`config.mk`:
```
export PLATFORM = sky130hd
export DESIGN_NAME = uart_rx_flat
export DESIGN_NICKNAME = d
export VERILOG_FILES = /design/src/rtl/uart_rx_if.sv /design/src/rtl/uart_rx.sv /design/src/flat_wrapper.sv
export SDC_FILE = /design/constraint.sdc
export NUM_CORES = 1
export LEC_CHECK = 0
export ABC_AREA = 1
export CORE_MARGIN = 2
export CORE_UTILIZATION = 51
export CTS_CLUSTER_SIZE = 20
export DETAILED_ROUTE_END_ITERATION = 10
export MAX_ROUTING_LAYER = met4
export PLACE_DENSITY = 0.77
export SLEW_MARGIN = 25
export SYNTH_ARGS = -nofsm -noshare
export SYNTH_HDL_FRONTEND = slang
export SYNTH_SLANG_ARGS = --single-unit
```
`constraint.sdc`:
```
create_clock -name clk -period 1.7 [get_ports clk]
set_clock_uncertainty 0.15 [all_clocks]
set_input_delay 0.17 -clock clk [delete_from_list [all_inputs] [get_ports clk]]
set_output_delay 0.17 -clock clk [all_outputs]
set_load 0.03 [all_outputs]
```
`src/rtl/uart_rx_if.sv`:
```
// Receive-side signal bundle for uart_rx: serial input plus the byte-delivery outputs.
// slave = receiver (uart_rx), master = whatever drives rxd and consumes bytes.
interface uart_rx_if;
  logic       rxd;
  logic [7:0] rx_data;
  logic       rx_done;
  logic       rx_busy;
  logic       frame_err;
  logic       parity_err;

  modport master (output rxd, input rx_data, rx_done, rx_busy, frame_err, parity_err);
  modport slave  (input rxd, output rx_data, rx_done, rx_busy, frame_err, parity_err);
endinterface

```
`src/rtl/uart_rx.sv`:
```
// 16x-oversampled UART receiver (8N1; 8E1 when UART_RX_PARITY_EN is defined).
// Delivery is push-only: rx_done is a one-clk valid strobe with no ready; rx_data/flags hold until the next strobe.
module uart_rx #(
  parameter int CLK_FREQ   = 100_000_000,
  parameter int BAUD_RATE  = 9600,
  parameter int OVERSAMPLE = 16
) (
  input  logic       clk,
  input  logic       reset,
  uart_rx_if.slave   rx,
  output logic [2:0] dbg_state
);

  localparam int DIV   = CLK_FREQ / (BAUD_RATE * OVERSAMPLE);
  localparam int DIV_W = (DIV > 1) ? $clog2(DIV) : 1;
  localparam logic [3:0] MID_SAMP  = 4'd7;
  localparam logic [3:0] LAST_SAMP = 4'(OVERSAMPLE - 1);

  typedef enum logic [2:0] {IDLE, START, DATA, PARITY, STOP, BRK_ST} state_t;

  state_t           state_q, state_d;
  logic [DIV_W-1:0] div_q, div_d;
  logic [3:0]       samp_q, samp_d;
  logic [2:0]       bit_q, bit_d;
  logic [7:0]       shift_q, shift_d;
  logic [7:0]       data_q, data_d;
  logic             done_q, done_d;
  logic             ferr_q, ferr_d;
  logic             rxd_meta_q, rxd_s_q;
  logic             tick;

  assign tick  = (div_q == DIV_W'(DIV - 1));
  assign div_d = tick ? '0 : div_q + 1'b1;

`ifdef UART_RX_PARITY_EN
  logic pbit_q, pbit_d;
  logic perr_q, perr_d;
`endif

  always_comb begin
    state_d = state_q;
    samp_d  = samp_q;
    bit_d   = bit_q;
    shift_d = shift_q;
    data_d  = data_q;
    done_d  = 1'b0;
    ferr_d  = ferr_q;
`ifdef UART_RX_PARITY_EN
    pbit_d  = pbit_q;
    perr_d  = perr_q;
`endif
    if (tick && state_q != IDLE && state_q != BRK_ST) samp_d = samp_q + 4'd1;
    case (state_q)
      IDLE: if (!rxd_s_q) begin
        samp_d  = 4'd0;
        state_d = START;
      end
      START: if (tick && samp_q == MID_SAMP) begin
        if (!rxd_s_q) begin
          samp_d  = 4'd0;
          bit_d   = 3'd0;
          state_d = DATA;
        end else begin
          state_d = IDLE;
        end
      end
      DATA: if (tick && samp_q == LAST_SAMP) begin
        shift_d = {rxd_s_q, shift_q[7:1]};
        bit_d   = bit_q + 3'd1;
`ifdef UART_RX_PARITY_EN
        if (bit_q == 3'd7) state_d = PARITY;
`else
        if (bit_q == 3'd7) state_d = STOP;
`endif
      end
`ifdef UART_RX_PARITY_EN
      PARITY: if (tick && samp_q == LAST_SAMP) begin
        pbit_d  = rxd_s_q;
        state_d = STOP;
      end
`endif
      // Outputs are registered, so they appear the clk after the stop-bit sample.
      STOP: if (tick && samp_q == LAST_SAMP) begin
        data_d  = shift_q;
        ferr_d  = ~rxd_s_q;
        done_d  = 1'b1;
`ifdef UART_RX_PARITY_EN
        perr_d  = (^shift_q) ^ pbit_q;
`endif
        state_d = rxd_s_q ? IDLE : BRK_ST;
      end
      BRK_ST: if (rxd_s_q) state_d = IDLE;
      default: state_d = IDLE;
    endcase
  end

  always_ff @(posedge clk or posedge reset) begin
    if (reset) begin
      rxd_meta_q <= 1'b1;
      rxd_s_q    <= 1'b1;
      state_q    <= IDLE;
      div_q      <= '0;
      samp_q     <= 4'd0;
      bit_q      <= 3'd0;
      shift_q    <= 8'h00;
      data_q     <= 8'h00;
      done_q     <= 1'b0;
      ferr_q     <= 1'b0;
`ifdef UART_RX_PARITY_EN
      pbit_q     <= 1'b0;
      perr_q     <= 1'b0;
`endif
    end else begin
      rxd_meta_q <= rx.rxd;
      rxd_s_q    <= rxd_meta_q;
      state_q    <= state_d;
      div_q      <= div_d;
      samp_q     <= samp_d;
      bit_q      <= bit_d;
      shift_q    <= shift_d;
      data_q     <= data_d;
      done_q     <= done_d;
      ferr_q     <= ferr_d;
`ifdef UART_RX_PARITY_EN
      pbit_q     <= pbit_d;
      perr_q     <= perr_d;
`endif
    end
  end

  assign rx.rx_data   = data_q;
  assign rx.rx_done   = done_q;
  assign rx.rx_busy   = (state_q != IDLE);
  assign rx.frame_err = ferr_q;
`ifdef UART_RX_PARITY_EN
  assign rx.parity_err = perr_q;
`else
  assign rx.parity_err = 1'b0;
`endif
  assign dbg_state = state_q;

endmodule

```
`src/flat_wrapper.sv`:
```
// flat-port wrapper written by rule: the top's interface ports become plain ports
module uart_rx_flat 
#(
  parameter int CLK_FREQ   = 100_000_000,
  parameter int BAUD_RATE  = 9600,
  parameter int OVERSAMPLE = 16
)
  (clk, reset, dbg_state, rx_rxd, rx_rx_data, rx_rx_done, rx_rx_busy, rx_frame_err, rx_parity_err);
  uart_rx_if rx_i ();
  input  logic clk;
  input  logic reset;
  output logic [2:0] dbg_state;
  input wire logic [$bits(rx_i.rxd)-1:0] rx_rxd;
  output wire logic [$bits(rx_i.rx_data)-1:0] rx_rx_data;
  output wire logic [$bits(rx_i.rx_done)-1:0] rx_rx_done;
  output wire logic [$bits(rx_i.rx_busy)-1:0] rx_rx_busy;
  output wire logic [$bits(rx_i.frame_err)-1:0] rx_frame_err;
  output wire logic [$bits(rx_i.parity_err)-1:0] rx_parity_err;
  assign rx_i.rxd = rx_rxd;
  assign rx_rx_data = rx_i.rx_data;
  assign rx_rx_done = rx_i.rx_done;
  assign rx_rx_busy = rx_i.rx_busy;
  assign rx_frame_err = rx_i.frame_err;
  assign rx_parity_err = rx_i.parity_err;
  uart_rx #(.CLK_FREQ(CLK_FREQ), .BAUD_RATE(BAUD_RATE), .OVERSAMPLE(OVERSAMPLE)) u_core (.clk(clk), .reset(reset), .rx(rx_i), .dbg_state(dbg_state));
endmodule
```
; Yosys cells after proc, flatten, opt, wreduce, memory -nomap -nowiden
; Cells that the tools add are included.
[totals]
ff_bits = 40
output_inout_bits = 15
[op_classes]
bitwise = 1
n_reduce_logical = 11
add_sub_neg = 3
eq_ne = 16
muxes = 20
[ops]
columns = op, n
row1 = $mux W3, 10
row2 = $pmux W3 S5, 1
row3 = $mux W4, 3
row4 = $add A10 B1 Y10 const B, 1
row5 = $eq A10 B10 Y1 const B, 1
row6 = $mux W10, 1
row7 = $ne A2 B1 Y1 const B, 5
row8 = $eq A3 B3 Y1 const B, 3
row9 = $pmux W4 S2, 1
row10 = $pmux W3 S2, 1
row11 = $reduce_and A6 Y1, 1
row12 = $add A4 B1 Y4 const B, 1
row13 = $eq A4 B3 Y1 const B, 1
row14 = $eq A4 B4 Y1 const B, 1
row15 = $logic_and A1 B1 Y1, 4
row16 = $ne A2 B2 Y1 const B, 2
row17 = $reduce_and A2 Y1, 2
row18 = $reduce_and A4 Y1, 1
row19 = $add A3 B1 Y3 const B, 1
row20 = $eq A3 B1 Y1 const B, 1
row21 = $eq A3 B2 Y1 const B, 1
row22 = $logic_not A3 Y1, 1
row23 = $ne A3 B3 Y1 const B, 1
row24 = $reduce_bool A3 Y1, 1
row25 = 4 further kinds, 5

; Longest topological paths before layout
; Gate-level depths: netlist of the first run.
[depth]
word_depth = 7
ltp_mapped = 10
ltp_nobuf = 10

; Least setup slack after synthesis of the first run
; No wires, ideal clock.
[synth_timing]
path_kind = register to register
from = register u_core.state_q[0], in the netlist u_core.dbg_state[0]
to = register u_core.state_q[1], in the netlist u_core.dbg_state[1]
t_required_ps = 1484
path_stages_with_launch = 9
period_less_slack_ps = 1659
setup_time_ps = 66
slack_ps = 41
arrival_time_ps = 1443
cell_sequence = dfrtp_1 inv_1 nand3_4 nand2_1 a21oi_2 nand2_2 nor2_2 nand2_1 nand2_1
[synth_between]
elab_chain_len = 3
[synth_lines]
columns = element, line_no
row1 = from (decl), uart_rx.sv:21  ; state_t state_q, state_d;
row2 = from (signal assigned), uart_rx.sv:116  ; state_q <= state_d;
row3 = $eq A3 B3 Y1 (tied with other cells), uart_rx.sv:53  ; case (state_q)
row4 = $ne A2 B1 Y1 (no line) / $ne A2 B2 Y1 (equally long branches), -
row5 = $reduce_and A6 Y1 (no line), -
; Parallel ways exist; a longest one is shown, timed or not.
; A chain may end at the register's enable or synchronous reset.

; Worst setup path after layout of the first run
[layout_timing]
from = register u_core.div_q[0]
to = register u_core.ferr_q, in the netlist u_core.rx.frame_err
[layout_between]
elab_chain_len = 3
[layout_lines]
columns = element, line_no
row1 = from (decl), uart_rx.sv:22  ; logic [DIV_W-1:0] div_q, div_d;
row2 = from (signal assigned), uart_rx.sv:117  ; div_q <= div_d;
row3 = $eq A10 B10 Y1, uart_rx.sv:32  ; assign tick = (div_q == DIV_W'(DIV - 1));
row4 = $logic_and A1 B1 Y1, uart_rx.sv:83  ; STOP: if (tick && samp_q == LAST_SAMP) begin
row5 = $reduce_and A2 Y1 (no line), -
row6 = to (signal assigned), uart_rx.sv:123  ; ferr_q <= ferr_d;
row7 = to (decl), uart_rx.sv:28  ; logic ferr_q, ferr_d;
; No other way between the ends.

==> metrics, run 1 <==
Top Ports=18; die outline height=65.9 µm; core area=3660 µm²; Total GRT Usage=18.0%; sequential share of power=51.8%; Reg-to-Reg Start=u_core.div_q[0]; Seq. cell area=1000 µm²; vias in the first global route=between 1000 and 1500; CP Class=reg2reg; vias per inst=4.92; final core occ=between 60% and 70%; CP delay by family, top=simple AND/OR/NAND/NOR gates; PwrDens=around 760 nW/µm²; status=complete, but fails checks; Net Switching=about 0.00036 W; Yosys reg bits=40; max-slew violations=0; first drt pass iteration count=4; first-pass GRT wire length=5.71 mm; GRT Residual Overflow=0; die area=around 4300 µm²; peak supply drop=0.744 mV; area delta synth->final=25.0%; Startpoint Class=flop; CTS H-Tree Depth=2; largest net degree at the start of global routing=41; CP Max Fanout=18; DRT iter0 DRCs=69; reg-to-reg endpoint=u_core.rx.frame_err; Initial Utilization=53.4%; Seq/Total Area, Yosys=51.3%; fin crit period=between 1.5 and 2 ns; Fin. Hold Viols=0; TritonCTS buffer count=5; clk slew on worst S/H paths=~0.080 ns; Residual DRC=0; Worst EP arrival=1.78 ns; Worst R2R Setup Slack=-0.04 ns; slowest stage delay, CP=0.42 ns; Post-DP HPWL=2.31 mm; commonest non-fill, non-tap cells in the layout=nand2_1 (48), dfrtp_1 (38), inv_1 (21); Crit. End Element=flop; Post-Synthesis Cells=213; Final Cycle Share=102%; GPL Wtd Cong=0.799; most common cell after layout, fill and taps aside=nand2_1; Root Buffer=clkbuf_8; clk_lat worst skew=0.29 ns; Site Rows=22; Layout fillers=269; wire length per cell=12.7 µm; P_int=0.00149 W; layout cells sized above 1=between 20 and 30%; Die Wd=65.9 µm; Max Clock Freq=574 MHz; initial antenna violation count=0; Final setup viols=12; combinational share of power=2.4%; RSZ-0062 raised after global routing=yes; r2r worst-path depth=9; Clock Path Buffers=2; final WL=3.67 mm; Leak Pwr=1.11 nW; Critical Path RT=1.74 ns; nets@finish=247; crit path max-delay cell type=dfrtp_1; setup_tns=-0.177 ns; TritonCTS clock tree=done; Final ANT Viol Nets=0; Mapped Avg Cell Area=9.18 µm²; mapped cell area=~2000 µm²; failing checks=negative setup slack; Tightest Hold Check Type=in2async; total number of vias=1416; multi-input logic area=approximately 940 µm²; worst path bufs/invs=2; Syn Nets=around 220; clock power share=45.8%; ANT cells=0; Port Buffers=16; CTS Hold Bufs=0; clock sink count=40; worst path cell trace=inv_1 -> ha_2 -> nand2_2 -> nor2_4 -> nand3_4 -> inv_4 -> nand2_8 -> nand2_1 -> o21ai_2; Max Cap Viol=0; crit path setup slack, layout=-0.0421 ns; sw frac=19.5%; Warnings, synthesis=0; Netlist cell types=28
[metal layers]
layer	part of all wire [%]	track usage [%]
met3	2.7	5.62
met2	52	28.2
met5	0	-
met4	1.3	5.47
met1	44	22.5
[per-stage QoR]
stage	instances	hold slack [ns]	cell area (µm²)	power [W]	setup WS, ns
2_1_floorplan	213	0.0245	1950	0.00100	0.0414
3_3_place_gp	279	0.196	2190	0.00102	0.0952
3_5_place_dp	279	0.197	2190	0.00102	0.0403
4_1_cts	287	0.117	2320	0.00185	0.0141
5_1_grt	288	0.138	2440	0.00190	-0.144
6_report	288	0.0926	2440	0.00185	-0.0421
[state kept, by name (all words and copies together) (netlist names)]
| register | cells |
|---|---|
| u_core.dbg_state | 3 |
| u_core.bit_q | 3 |
| u_core.rx.rx_data | 8 |
| u_core.samp_q | 4 |
| u_core.div_q | 10 |
| u_core.rx.frame_err | 1 |
| u_core.rx.rx_done | 1 |
| u_core.rxd_s_q | 1 |
| u_core.shift_q | 8 |
| u_core.rxd_meta_q | 1 |
[Yosys cell counts (all sizes together)]
cell type	count	area (µm²)
a21oi	3	18.8
buf	3	30.0
conb	1	3.75
dfrtp	38	951
dfstp	2	52.6
ha	5	62.6
inv	27	101
nand2	59	241
nand3	12	92.6
nand4	1	6.26
nor2	26	120
nor3	3	25.0
o21ai	26	190
or2	1	6.26
xnor2	4	35.0
xor2	2	17.5
[worst max path at each step]
stage	start	end	slack [ns]	cells after the start
after global routing	u_core.div_q[0]	u_core.dbg_state[2]	-0.14	9
after detailed placement	u_core.div_q[0]	u_core.rx.rx_data[0]	0.04	10
after CTS	u_core.div_q[0]	u_core.dbg_state[1]	0.01	10
after global placement	u_core.div_q[0]	u_core.dbg_state[2]	0.1	9
after floorplan	u_core.dbg_state[0]	u_core.dbg_state[1]	0.04	8
final	u_core.div_q[0]	u_core.rx.frame_err	-0.04	9
[power groups by stage]
stage          clock network [W]  logic (W)  registers, W
5_1_grt                 0.000895  0.0000503      0.000957
6_report                0.000845  0.0000443      0.000957
3_3_place_gp                   0  0.0000417      0.000975
4_1_cts                 0.000856  0.0000425      0.000956
2_1_floorplan                  0  0.0000269      0.000975
3_5_place_dp                   0  0.0000426      0.000975
[final cells by class]
cell class | count | area share, %
flip-flops and latches | 40 | 41.1
multi-input cells | 143 | 38.3
repair buffers | 22 | 8.71
inverters | 27 | 4.25
clock buffers | 7 | 3.94
well taps | 48 | 2.46
clock inverters | 1 | 1.23
[worst reg2reg max path, stage by stage, from the launching register on]
cell,delay [ns]
dfrtp_1,0.42
inv_1,0.07
ha_2,0.16
nand2_2,0.06
nor2_4,0.19
nand3_4,0.14
inv_4,0.14
nand2_8,0.12
nand2_1,0.12
o21ai_2,0.06
[cells by family after synthesis]
family / share of synthesized area (%)
AOI/OAI and AO/OA: 10.7
xor gates and xnor gates: 2.69
adders and majority gates: 3.20
buffers and inverters: 6.72
DFF: 51.3
other: 0.192
and+or+nand+nor: 25.2
[timing repair]
action | 4_1_cts | 5_1_grt
pin swaps | 0 | 5
endpoints found under the setup margin | 4 | 29
hold endpoints to repair | 0 | 0
resized for setup | 4 | 29
buffers inserted | 0 | 1
Power figures use the tool's default switching activity.
==> run 2, diff against run 1 <==
CORE_MARGIN = 1   (was 2)
==> run 2 against run 1 <==
Effect of this change:
- flip-flop and latch count stayed put
- first-iteration DRC count is 14% lower
- non-clock buffer count is 2 higher
- total power is 14% lower
- utilization is 1.7 points lower
- largest cell class unchanged
- clock power is 30% lower
- sequential power hardly changed
- clock-buffer cell count is 1 lower
- combinational power is 5.9% lower
- via count is 0.92% lower
- wire length is 6.3% lower
- register-to-register slack better by 0.05 ns
- the run now ends clean
==> metrics, run 2 (synthesized netlist as in run 1, its figures left out) <==
status=finished, final reports clean (was complete, but fails checks); die outline height=63.9 µm (was 65.9 µm); Residual DRC=0 (unchanged); Layout fillers=303 (was 269); peak supply drop=0.523 mV (was 0.744 mV); Root Buffer=clkbuf_8 (unchanged); GRT Residual Overflow=0 (unchanged); Fin. Hold Viols=0 (unchanged); busiest grt layer=met2 (unchanged); final WL=3.43 mm (was 3.67 mm); Final setup viols=0 (was 12); clock sink count=40 (unchanged); number of flip-flops in the largest register=10 (unchanged); ANT cells=0 (unchanged); most common cell after layout, fill and taps aside=nand2_1 (unchanged); initial antenna violation count=0 (unchanged); Initial Utilization=53.4% (unchanged); CTS H-Tree Depth=2 (unchanged); Top Ports=18 (unchanged); TritonCTS buffer count=5 (unchanged); Port Buffers=16 (unchanged); total number of vias=1403 (was 1416); hold slack=0.0879 ns (was 0.0926 ns); Startpoint Class=flop (unchanged); Die Wd=63.9 µm (was 65.9 µm); TritonCTS clock tree=done (unchanged); CP Max Fanout=4 (was 18); Final Cycle Share=99.8% (was 102%); commonest non-fill, non-tap cells in the layout=nand2_1 (50), dfrtp_1 (38), inv_1 (23) (was nand2_1 (48), dfrtp_1 (38), inv_1 (21)); area delta synth->final=21.7% (was 25.0%); largest net degree at the start of global routing=41 (unchanged); wire length per cell=11.9 µm (was 12.7 µm); nets@finish=249 (was 247); most flop-heavy register=u_core.div_q (unchanged); Max Cap Viol=0 (unchanged); PwrDens=667 nW/µm² (was 756 nW/µm²); Worst EP arrival=1.72 ns (was 1.78 ns); DRT iter0 DRCs=59 (was 69); Post-Layout Cell Count=289 (was 288); RSZ-0062 raised after global routing=yes (unchanged); layout cells sized above 1=25.7% (was 29.2%); Leak Pwr=1.09 nW (was 1.11 nW); Clock Path Buffers=2 (unchanged); CTS Hold Bufs=0 (unchanged); clk_lat worst skew=0.29 ns (about the same); CP Class=reg2reg (unchanged); max-slew violations=0 (unchanged); clk slew on worst S/H paths=0.08 ns (about the same); Crit. End Element=flop (unchanged); GPL Wtd Cong=0.790 (was 0.799); Tightest Hold Check Type=in2async (unchanged); met1 Track Usage GR=22.8% (was 22.5%); Critical Path RT=1.73 ns (was 1.74 ns); first drt pass iteration count=4 (unchanged); GR Util met2=30.3% (was 28.2%); Post-DP HPWL=2.36 mm (was 2.31 mm); Max Clock Freq=589 MHz (was 574 MHz); M3 GR Usage=3.75% (was 5.62%); vias per inst=4.85 (was 4.92); Total GRT Usage=18.7% (was 18.0%); Worst R2R Setup Slack=0.004 ns (was -0.04 ns); DP Cell Count=279 (unchanged); first-pass GRT wire length=5.66 mm (was 5.71 mm); vias in the first global route=1355 (was 1300); fin crit period=1.70 ns (was 1.74 ns); core area=3660 µm² (unchanged); Site Rows=22 (unchanged); Final ANT Viol Nets=0 (unchanged); die area=4080 µm² (was 4340 µm²)
==> run 2: changes by cell type in the layout (fill, tap and decap cells not counted), moves of 2 or more <==
cell	delta
inv_1	+2
o21ai_2	-2
o21ai_0	-2
dlygate4sd2_1	-2
inv_2	-2
clkbuf_8	-2
nand2_4	-3
o21ai_1	+4
nand2_1	+2
==> run 2: layout make-up <==
cell class / count / area (µm²) / area share, %
tap: 48 / 60.1 / 2.52
multi-input combinational: 143 / 897 / 37.7
clock buffer: 6 / 72.6 / 3.05
clock inverter: 1 / 5.00 / 0.210
timing repair buffer: 24 / 236 / 9.94
inverter: 27 / 104 / 4.37
sequential: 40 / 1000 / 42.2
==> run 2: final timing paths <==
check	cells past startpoint	start	to
min	3	reset	u_core.samp_q[2]
max	9	u_core.div_q[0]	u_core.dbg_state[0]
max reg2reg	9	u_core.div_q[0]	u_core.dbg_state[0]
min reg2reg	0	u_core.rxd_meta_q	u_core.rxd_s_q
min in group clk	1	rx_rxd	u_core.rxd_meta_q
max in group asynchronous	3	reset	u_core.rxd_meta_q
==> run 2: per-stage QoR <==
stage	setup WS (ns)	TNS (ns)	utilization [%]	instance area (µm²)	total power, W
global placement	0.0798	0	59.9	2190	0.00102
finish	0.00356	0	65.0	2380	0.00159
detailed placement	0.0269	0	59.9	2190	0.00102
floorplan	0.0414	0	-	1950	0.00100
CTS	-0.0113	-0.0113	62.0	2270	0.00160
global route	-0.121	-1.42	65.0	2380	0.00164
==> run 2: timing repair <==
item                       4_1_cts  5_1_grt
pin swaps                        0        3
buffers inserted                 0        3
setup endpoints to repair        3       30
hold endpoints to repair         0        0
resized for setup                2       21
==> run 2: worst max-delay path, stage by stage, from the launching register on <==
cell,delay (ns)
dfrtp_1,0.41
inv_1,0.07
ha_1,0.15
nand2_2,0.07
nor2_4,0.17
nand3_2,0.13
nand2_2,0.14
nand2_4,0.08
o21ai_1,0.14
nand2_1,0.06
==> run 2: per-layer routing <==
layer / up-vias / share of wire [%]
li1: 714 / -
met1: 669 / 44
met2: 13 / 52
met3: 7 / 2.6
met4: 0 / 1.6
met5: - / 0
==> run 2: report_power, final <==
| group | leakage (nW) | switching [W] | internal, W | total [W] |
|---|---|---|---|---|
| clock network | 0.0410 | 0.000310 | 0.000279 | 0.000589 |
| logic | 0.514 | 0.0000297 | 0.0000120 | 0.0000417 |
| registers | 0.532 | 0.00000164 | 0.000955 | 0.000957 |
| total | 1.09 | 0.000341 | 0.00125 | 0.00159 |
==> run 3, diff against run 2 <==
CORE_MARGIN = 8   (was 1)
==> run 3 against run 2 <==
Effect of this change:
- cell area about the same
- hold slack got worse by 0.021 ns
- critical path depth decreased by 8
- flip-flop and latch count unchanged
- maximum frequency increased by 2.1%
- utilization about the same
- wire length decreased by 5.1%
- sequential power about the same
- clock-buffer cell count decreased by 1
- via count decreased by 3.0%
- die area increased by 49%
- total power increased by 13%
- critical endpoint is now rx_rx_data[4]
==> metrics, run 3 (synthesized netlist as in run 1, its figures left out) <==
status=finished, final reports clean (unchanged); Clock Path Buffers=2 (unchanged); Final Cycle Share=97.7% (was 99.8%); vias in the first global route=1332 (was 1355); Startpoint Class=flop (unchanged); clk_lat worst skew=0.30 ns (was 0.29 ns); Worst R2R Setup Slack=0.06 ns (was 0.004 ns); Worst EP arrival=1.34 ns (was 1.72 ns); combinational share of power=2.3% (was 2.6%); reg-to-reg endpoint=u_core.dbg_state[2] (was u_core.dbg_state[0]); r2r worst-path depth=9 (unchanged); met1 Track Usage GR=14.2% (was 22.8%); GRT Residual Overflow=0 (unchanged); worst path cell trace=clkdlybuf4s50_1 (was inv_1 -> ha_1 -> nand2_2 -> nor2_4 -> nand3_2 -> nand2_2 -> nand2_4 -> o21ai_1 -> nand2_1); die outline height=77.9 µm (was 63.9 µm); crit path max-delay cell type=clkdlybuf4s50_1 (was dfrtp_1); CP Class=reg2out (was reg2reg); P_int=0.00141 W (was 0.00125 W); RSZ-0062 raised after global routing=yes (unchanged); Post-DP HPWL=2.35 mm (was 2.36 mm); Die Wd=77.9 µm (was 63.9 µm); Post-Layout Cell Count=284 (was 289); slowest stage delay, CP=0.67 ns (was 0.41 ns); total number of vias=1361 (was 1403); final WL=3.26 mm (was 3.43 mm); peak supply drop=0.632 mV (was 0.523 mV); number of flip-flops in the largest register=10 (unchanged); vias per inst=4.79 (was 4.85); GR Util met2=18.9% (was 30.3%); Initial Utilization=53.4% (unchanged); DRT iter0 DRCs=75 (was 59); initial antenna violation count=0 (unchanged); die area=6070 µm² (was 4080 µm²); max-slew violations=0 (unchanged); nets@finish=243 (was 249); Final setup viols=0 (unchanged); worst path bufs/invs=1 (unchanged); DP Cell Count=276 (was 279); area delta synth->final=21.8% (was 21.7%); PwrDens=753 nW/µm² (was 667 nW/µm²); Total GRT Usage=12.3% (was 18.7%); largest net degree at the start of global routing=41 (unchanged); CP delay by family, top=buffers and inverters (was simple AND/OR/NAND/NOR gates); Root Buffer=clkbuf_8 (unchanged); clock power share=44.3% (was 37.1%); first drt pass iteration count=4 (unchanged); Site Rows=22 (unchanged); clock sink count=40 (unchanged); total setup buffers inserted after CTS=0 (unchanged); most common cell after layout, fill and taps aside=nand2_1 (unchanged); Net Switching=0.000383 W (was 0.000341 W); Port Buffers=16 (unchanged); busiest grt layer=met2 (unchanged); sw frac=21.4% (was 21.5%); Layout fillers=295 (was 303); CTS H-Tree Depth=2 (unchanged); Seq. cell area=1000 µm² (unchanged); CTS Hold Bufs=0 (unchanged); fin crit period=1.66 ns (was 1.70 ns); Critical Path RT=1.38 ns (was 1.73 ns); Max Cap Viol=0 (unchanged); Top Ports=18 (unchanged); TritonCTS buffer count=5 (unchanged); CP Max Fanout=2 (was 4); hold slack=0.0670 ns (was 0.0879 ns); layout cells sized above 1=25.4% (was 25.7%); M3 GR Usage=4.15% (was 3.75%); first-pass GRT wire length=5.84 mm (was 5.66 mm); Max Clock Freq=602 MHz (was 589 MHz); Tightest Hold Check Type=in2async (unchanged); core area=3660 µm² (unchanged); Final ANT Viol Nets=0 (unchanged); Residual DRC=0 (unchanged); most flop-heavy register=u_core.div_q (unchanged); multi-input logic area=903 µm² (was 897 µm²); Fin. Hold Viols=0 (unchanged); Leak Pwr=1.17 nW (was 1.09 nW); sequential share of power=53.4% (was 60.3%); clk slew on worst S/H paths=0.08 ns (about the same); ANT cells=0 (unchanged); wire length per cell=11.5 µm (was 11.9 µm); Crit. End Element=primary output (was flop); commonest non-fill, non-tap cells in the layout=nand2_1 (50), dfrtp_1 (38), inv_1 (22) (was nand2_1 (50), dfrtp_1 (38), inv_1 (23)); crit path launch=u_core.rx.rx_data[4] (was u_core.div_q[0]); Reg-to-Reg Start=u_core.div_q[0] (unchanged); TritonCTS clock tree=done (unchanged); GPL Wtd Cong=0.779 (was 0.790)
## run 3: how the worst max path moves through the flow
stage	to	cells after the start	slack [ns]
2_1_floorplan	u_core.dbg_state[1]	8	0.04
3_3_place_gp	u_core.rx.rx_data[7]	9	0.08
3_5_place_dp	u_core.rx.rx_data[7]	9	0.05
4_1_cts	rx_frame_err	1	0.009
5_1_grt	u_core.samp_q[2]	9	-0.07
6_report	rx_rx_data[4]	1	0.04
## run 3: area by class of cell
type | count | area share (%)
sequential | 40 | 42.2
multi-input combinational | 143 | 38.0
timing repair buffer | 18 | 8.15
inverter | 27 | 4.36
clock buffer | 5 | 2.89
tap | 48 | 2.52
clock inverter | 3 | 1.95
## run 3: timing repair
| item | CTS | global route |
|---|---|---|
| endpoints found under the setup margin | 3 | 33 |
| pin swaps | 0 | 3 |
| resized for setup | 3 | 24 |
## run 3: layer usage
metal  wire, µm  part of all wire [%]
met4         57                   1.7
met2       1650                    51
met1       1450                    44
met3        105                   3.2
met5          0                     0
## run 3: power by group through the flow
stage	logic [W]	clock network (W)	registers [W]
after CTS	0.0000418	0.000818	0.000956
after detailed placement	0.0000420	0	0.000975
after global placement	0.0000418	0	0.000975
after global routing	0.0000484	0.000854	0.000957
final	0.0000415	0.000794	0.000956
after floorplan	0.0000269	0	0.000975
## run 3: per-stage QoR
stage | TNS [ns] | power (W) | utilization (%) | instance area [µm²] | setup WS (ns)
after CTS | 0 | 0.00182 | 62.3 | 2280 | 0.00869
after floorplan | 0 | 0.00100 | - | 1950 | 0.0414
after global routing | -1.00 | 0.00186 | 65.0 | 2380 | -0.0668
after detailed placement | 0 | 0.00102 | 59.3 | 2170 | 0.0467
final | 0 | 0.00179 | 65.0 | 2380 | 0.0392
after global placement | 0 | 0.00102 | 59.3 | 2170 | 0.0841
